[src/rtl/lightpen_pkg.sv]
// lightpen_pkg: shared LED matrix geometry and one-hot index decoding
package lightpen_pkg;
  localparam int ROW_N = 8;
  localparam int COL_N = 8;
  localparam int IDX_W = 3;
  typedef struct packed {
    logic ok;
    logic [IDX_W-1:0] idx;
  } oh_t;
  function automatic oh_t onehot8_to_idx(input logic [7:0] v);
    oh_t r;
    int n;
    r = '0;
    n = 0;
    for (int i = 0; i < 8; i++) begin
      if (v[i]) begin
        r.idx = IDX_W'(i);
        n++;
      end
    end
    r.ok = (n == 1);
    return r;
  endfunction
endpackage

[src/rtl/pen_sync.sv]
// pen_sync: multi-stage synchronizer for the asynchronous pen input
module pen_sync #(
  parameter int STAGES = 2
) (
  input  logic clk,
  input  logic rst,
  input  logic d,
  output logic q
);
  logic [STAGES-1:0] s;
  always_ff @(posedge clk or posedge rst) begin
    if (rst) s <= '0;
    else s <= {s[STAGES-2:0], d};
  end
  assign q = s[STAGES-1];
endmodule

[src/rtl/pen_locator.sv]
// pen_locator: measures pen light per LED slot and reports the brightest slot once per frame
module pen_locator
  import lightpen_pkg::*;
#(
  parameter int SYNC_STAGES  = 2,
  parameter int BLANK_CYCLES = 8,
  parameter int MIN_HITS     = 16,
  parameter int MISS_FRAMES  = 3,
  parameter int CNT_W        = 12
) (
  input  logic             clk,
  input  logic             rst,
  input  logic [ROW_N-1:0] led_row,
  input  logic [COL_N-1:0] led_col,
  input  logic             pen_in,
  output logic             pen_valid,
  output logic [IDX_W-1:0] pen_x,
  output logic [IDX_W-1:0] pen_y,
  output logic [CNT_W-1:0] pen_level,
  output logic             frame_strobe,
  output logic             scan_err
);
  localparam int SW = $clog2(BLANK_CYCLES + 1);
  localparam int MW = $clog2(MISS_FRAMES + 1);
  logic pen_s, slot_ok, frame_started, slot_start, frame_end, sample, upd, pos_ok;
  logic [ROW_N+COL_N-1:0] pos_q;
  logic [SW-1:0] slot_cnt, slot_inc;
  logic [CNT_W-1:0] hit_cnt, hit_nxt, best_cnt, bc;
  logic [IDX_W-1:0] cur_x, cur_y, best_x, best_y, bx, by;
  logic [MW-1:0] miss_cnt, miss_inc;
  oh_t rdec, cdec;
  pen_sync #(.STAGES(SYNC_STAGES)) u_sync (
    .clk(clk),
    .rst(rst),
    .d  (pen_in),
    .q  (pen_s)
  );
  always_comb begin
    rdec = onehot8_to_idx(led_row);
    cdec = onehot8_to_idx(led_col);
    pos_ok = rdec.ok && cdec.ok;
    slot_start = {led_row, led_col} != pos_q;
    frame_end = slot_start && led_row == 8'h01 && led_col == 8'h01;
    slot_inc = (slot_cnt == SW'(BLANK_CYCLES)) ? slot_cnt : slot_cnt + 1'b1;
    sample = slot_ok && pen_s && slot_cnt == SW'(BLANK_CYCLES);
    hit_nxt = (sample && hit_cnt != '1) ? hit_cnt + 1'b1 : hit_cnt;
    upd = slot_ok && hit_nxt > best_cnt;
    bc = upd ? hit_nxt : best_cnt;
    bx = upd ? cur_x : best_x;
    by = upd ? cur_y : best_y;
    miss_inc = (miss_cnt == MW'(MISS_FRAMES)) ? miss_cnt : miss_cnt + 1'b1;
  end
  always_ff @(posedge clk or posedge rst) begin
    if (rst) begin
      pos_q <= '0;
      slot_cnt <= '0;
      hit_cnt <= '0;
      slot_ok <= 1'b0;
      cur_x <= '0;
      cur_y <= '0;
      best_cnt <= '0;
      best_x <= '0;
      best_y <= '0;
      miss_cnt <= MW'(MISS_FRAMES);
      frame_started <= 1'b0;
      pen_valid <= 1'b0;
      pen_x <= '0;
      pen_y <= '0;
      pen_level <= '0;
      frame_strobe <= 1'b0;
      scan_err <= 1'b0;
    end else begin
      frame_strobe <= 1'b0;
      scan_err <= 1'b0;
      if (slot_start) begin
        pos_q <= {led_row, led_col};
        slot_cnt <= '0;
        hit_cnt <= '0;
        slot_ok <= pos_ok;
        cur_x <= cdec.idx;
        cur_y <= rdec.idx;
        scan_err <= !pos_ok;
        best_cnt <= frame_end ? '0 : bc;
        best_x <= frame_end ? '0 : bx;
        best_y <= frame_end ? '0 : by;
        if (frame_end && !frame_started) frame_started <= 1'b1;
        if (frame_end && frame_started) begin
          frame_strobe <= 1'b1;
          if (bc >= CNT_W'(MIN_HITS)) begin
            pen_x <= bx;
            pen_y <= by;
            pen_level <= bc;
            pen_valid <= 1'b1;
            miss_cnt <= '0;
          end else begin
            miss_cnt <= miss_inc;
            if (miss_inc == MW'(MISS_FRAMES)) pen_valid <= 1'b0;
          end
        end
      end else begin
        slot_cnt <= slot_inc;
        hit_cnt <= hit_nxt;
      end
    end
  end
endmodule
[config.mk]
export PLATFORM = sky130hd
export DESIGN_NAME = pen_locator
export DESIGN_NICKNAME = d
export VERILOG_FILES = /design/src/rtl/lightpen_pkg.sv /design/src/rtl/pen_sync.sv /design/src/rtl/pen_locator.sv
export SDC_FILE = /design/constraint.sdc
export NUM_CORES = 1
export LEC_CHECK = 0
export ABC_CLOCK_PERIOD_IN_PS = 3600
export BUFFER_PORTS_ARGS = -buffer_cell sky130_fd_sc_hd__buf_2
export CORE_MARGIN = 2
export CORE_UTILIZATION = 35
export DETAILED_ROUTE_END_ITERATION = 7
export HOLD_SLACK_MARGIN = 0.02
export MAX_ROUTING_LAYER = met4
export PLACE_DENSITY_LB_ADDON = 0.12
export SYNTH_ARGS = -nofsm -noshare
export SYNTH_HDL_FRONTEND = slang
export SYNTH_SLANG_ARGS = --single-unit
[constraint.sdc]
create_clock -name clk -period 3.6 [get_ports clk]
set_clock_uncertainty 0.15 [all_clocks]
set_input_delay 0.54 -clock clk [delete_from_list [all_inputs] [get_ports clk]]
set_output_delay 0.54 -clock clk [all_outputs]
set_load 0.05 [all_outputs]
==> run metrics <==
Sink Count=83; antenna fix cells=0; Area Growth Syn to Fin=41.3%; EDFF count, synth=0; status=finished with violations; Syn Area/Cell=approximately 9.6 um2; Synth area leader=dfrtp_1; worst-margin pin slew=0.632 ns; Final #Nets=728; initial antenna violation count=0; Root Buffer=clkbuf_16; Hold Violations, Final=0; endpoint class of the critical path=register; RSZ-0062 raised after global routing=true; Seq/Total Area, Yosys=about two fifths; Die Wd=126 um; Leak=between 3 and 4 nW; Setup WS pre-CTS=-1.14 ns; Syn Inst Count=approximately 540; crit path max fanout=3; f_max=238 MHz; Yosys reg bits=83; dpl hpwl=just under 10 mm; clock slew at reported path FFs=0.06 ns; Tmin final=4.20 ns; Required @ worst endpoint=3.68 ns; critical path class=input pin to register; global-route total usage across every layer=17.6%; hold_buf cts=0; Hold Path Class=input pin to async pin; Post-Syn Area=about 0.0052 mm2; Setup Viol. Count Final=21; most common cell in the netlist=dfrtp_1; Chip Height=126 um; Final GP Congestion=0.856; antenna viol nets, final=0; Worst R2R Setup Slack=-0.27 ns; Slew Limit Headroom=between 50% and 60%; CORE AREA=0.0145 mm2; clk_lat worst skew=0.34 ns; DR vias=4363; largest net degree at the start of global routing=38; number of warnings issued by yosys=0; MaxCap Viol Count=0; Pwr Density=364 mW/mm2; # DRC=0; synth cell count leaders=81 x dfrtp_1, 49 x inv_1, 40 x nand2_1; DR vias/cell=between 5 and 6; WL/cell=15.1 um; num rows=44; fin crit share=117%; H-tree depth=3; Initial Util=35.7%; TritonRoute pass-1 iters=6; Yosys cell types=69; CP startpoint kind=input pin; TritonCTS buffer count=9; die area=0.0158 mm2; Clock Path Buffers=2; IO buf count=39; Post-Route WL=13.1 mm; global-route wire length before repair=about 22 mm; synth top area cells=dfrtp_1 39%, ha_1 7.5%, xor2_1 4.1%; vias in the first global route=roughly 4500; Top FF cell, synth=dfrtp_1; grt ovf=0; asr flop ratio synth=100%; DRT iter0 DRCs=160; fin area=0.00733 mm2; Worst Setup Slack, final=-0.602 ns; share of cells above drive strength 1=43.2%; syn nets=591; peak supply drop=0.229 mV; Final Max Slew Viols=0; # IOs=40; Placement Cell Area=0.00649 mm2; share of the synthesized area in the top cell type=39.1%; CTS tree=yes; worst-case reg-to-reg path depth=17; failing checks=negative setup slack; crit path DAT=4.28 ns
[worst paths after layout]
check                             from           to
min in group clk                pen_in  u_sync.s[0]
min reg2reg                u_sync.s[0]  u_sync.s[1]
max reg2reg                slot_cnt[0]     pen_x[0]
max                         led_col[1]     scan_err
min                                rst     pen_y[0]
max in group asynchronous          rst  miss_cnt[0]
[logic make-up after synthesis]
family,synth area share (%)
simple gates,16.0
xor+xnor,8.30
mux,6.32
flops,40.1
compound gates,14.6
fa+ha+maj,7.48
buf+inv,7.23
[stage by stage]
step | instances | util [%] | hold slack, ns | TNS, ns | total power, mW
floorplan | 541 | - | 0.181 | -1.74 | 1.39
global placement | 831 | 44.6 | 0.189 | -7.88 | 1.56
detailed placement | 831 | 44.6 | 0.186 | -8.77 | 1.58
CTS | 860 | 49.0 | 0.127 | -8.42 | 2.62
global route | 864 | 50.4 | 0.150 | -13.87 | 2.82
finish | 864 | 50.4 | 0.111 | -5.48 | 2.67
[repair_timing]
item	CTS	global route
resized for setup	54	39
pin swaps	18	20
buffers inserted	17	6
setup endpoints to repair	40	41
cloned	2	0
[sequential cells by signal, indices dropped and copies added, names as in the netlist, 2 cells and up]
signal and count:
best_cnt 12, best_x 3, pen_x 3, slot_cnt 4, cur_x 3, miss_cnt 2, u_sync.s 2, pos_q 16
pen_y 3, pen_level 12, best_y 3, hit_cnt 12, cur_y 3
[cell usage in the layout (no fill, tap or decap), types with 4 or more instances in the layout]
cell type  instances
nand3_1           15
o21ai_2            7
buf_2             37
nor2_1            34
nand2_1           26
nand2_2           12
nor3b_1            4
inv_1             41
mux2_4            14
inv_2              5
mux2_2             5
clkbuf_16         10
xor2_1            22
buf_6              8
o21ai_0           13
buf_4            116
nor2b_1            5
xnor3_1            4
dfrtp_1           81
nor3_1             4
nand4_1           10
o22ai_2            5
xnor2_1           11
ha_4               8
a22o_1            11
nor4_1             7
mux2i_1           10
o21ai_1            6
ha_1              23
a21oi_1           28
[power by group]
group	internal [mW]	switching, mW	leakage [nW]
clock	0.613	0.353	0.150
sequential	0.956	0.0139	1.04
combinational	0.388	0.342	2.26
[final cells by class]
| class | instances | area (um2) |
|---|---|---|
| well taps | 184 | 230 |
| flip-flops and latches | 83 | 2080 |
| fillers | 1342 | 7200 |
| clock buffers | 10 | 239 |
| clock inverters | 3 | 65.1 |
| repair buffers | 168 | 1280 |
| inverters | 49 | 190 |
| multi-input cells | 367 | 3250 |
[per-layer routing]
metal / part of all wire [%] / global-route usage (%) / vias to the layer above / wire length (um)
li1: - / - / 2155 / -
met1: 44 / 20.8 / 2156 / 5800
met2: 52 / 30.9 / 38 / 6840
met3: 1.1 / 1.95 / 14 / 149
met4: 2.2 / 6.79 / 0 / 293
met5: 0 / - / - / 0
[critical path: stages]
cell      delay [ns]
buf_8           0.11
ha_4            0.15
nor2b_4         0.12
or2_4           0.23
ha_4            0.26
nand2b_4        0.12
o31ai_4         0.07
inv_2           0.07
ha_4            0.20
nand2_4         0.06
o21ai_2         0.05
ha_1            0.27
inv_1           0.04
a221oi_2        0.28
ha_1            0.29
mux2_4          0.29
ha_4            0.16
nand2_4         0.08
xor2_4          0.17
mux2i_1         0.19
mux2_4          0.16
nand4_1         0.11
o31a_1          0.27
Note: power is estimated with default switching activity, not from simulation.
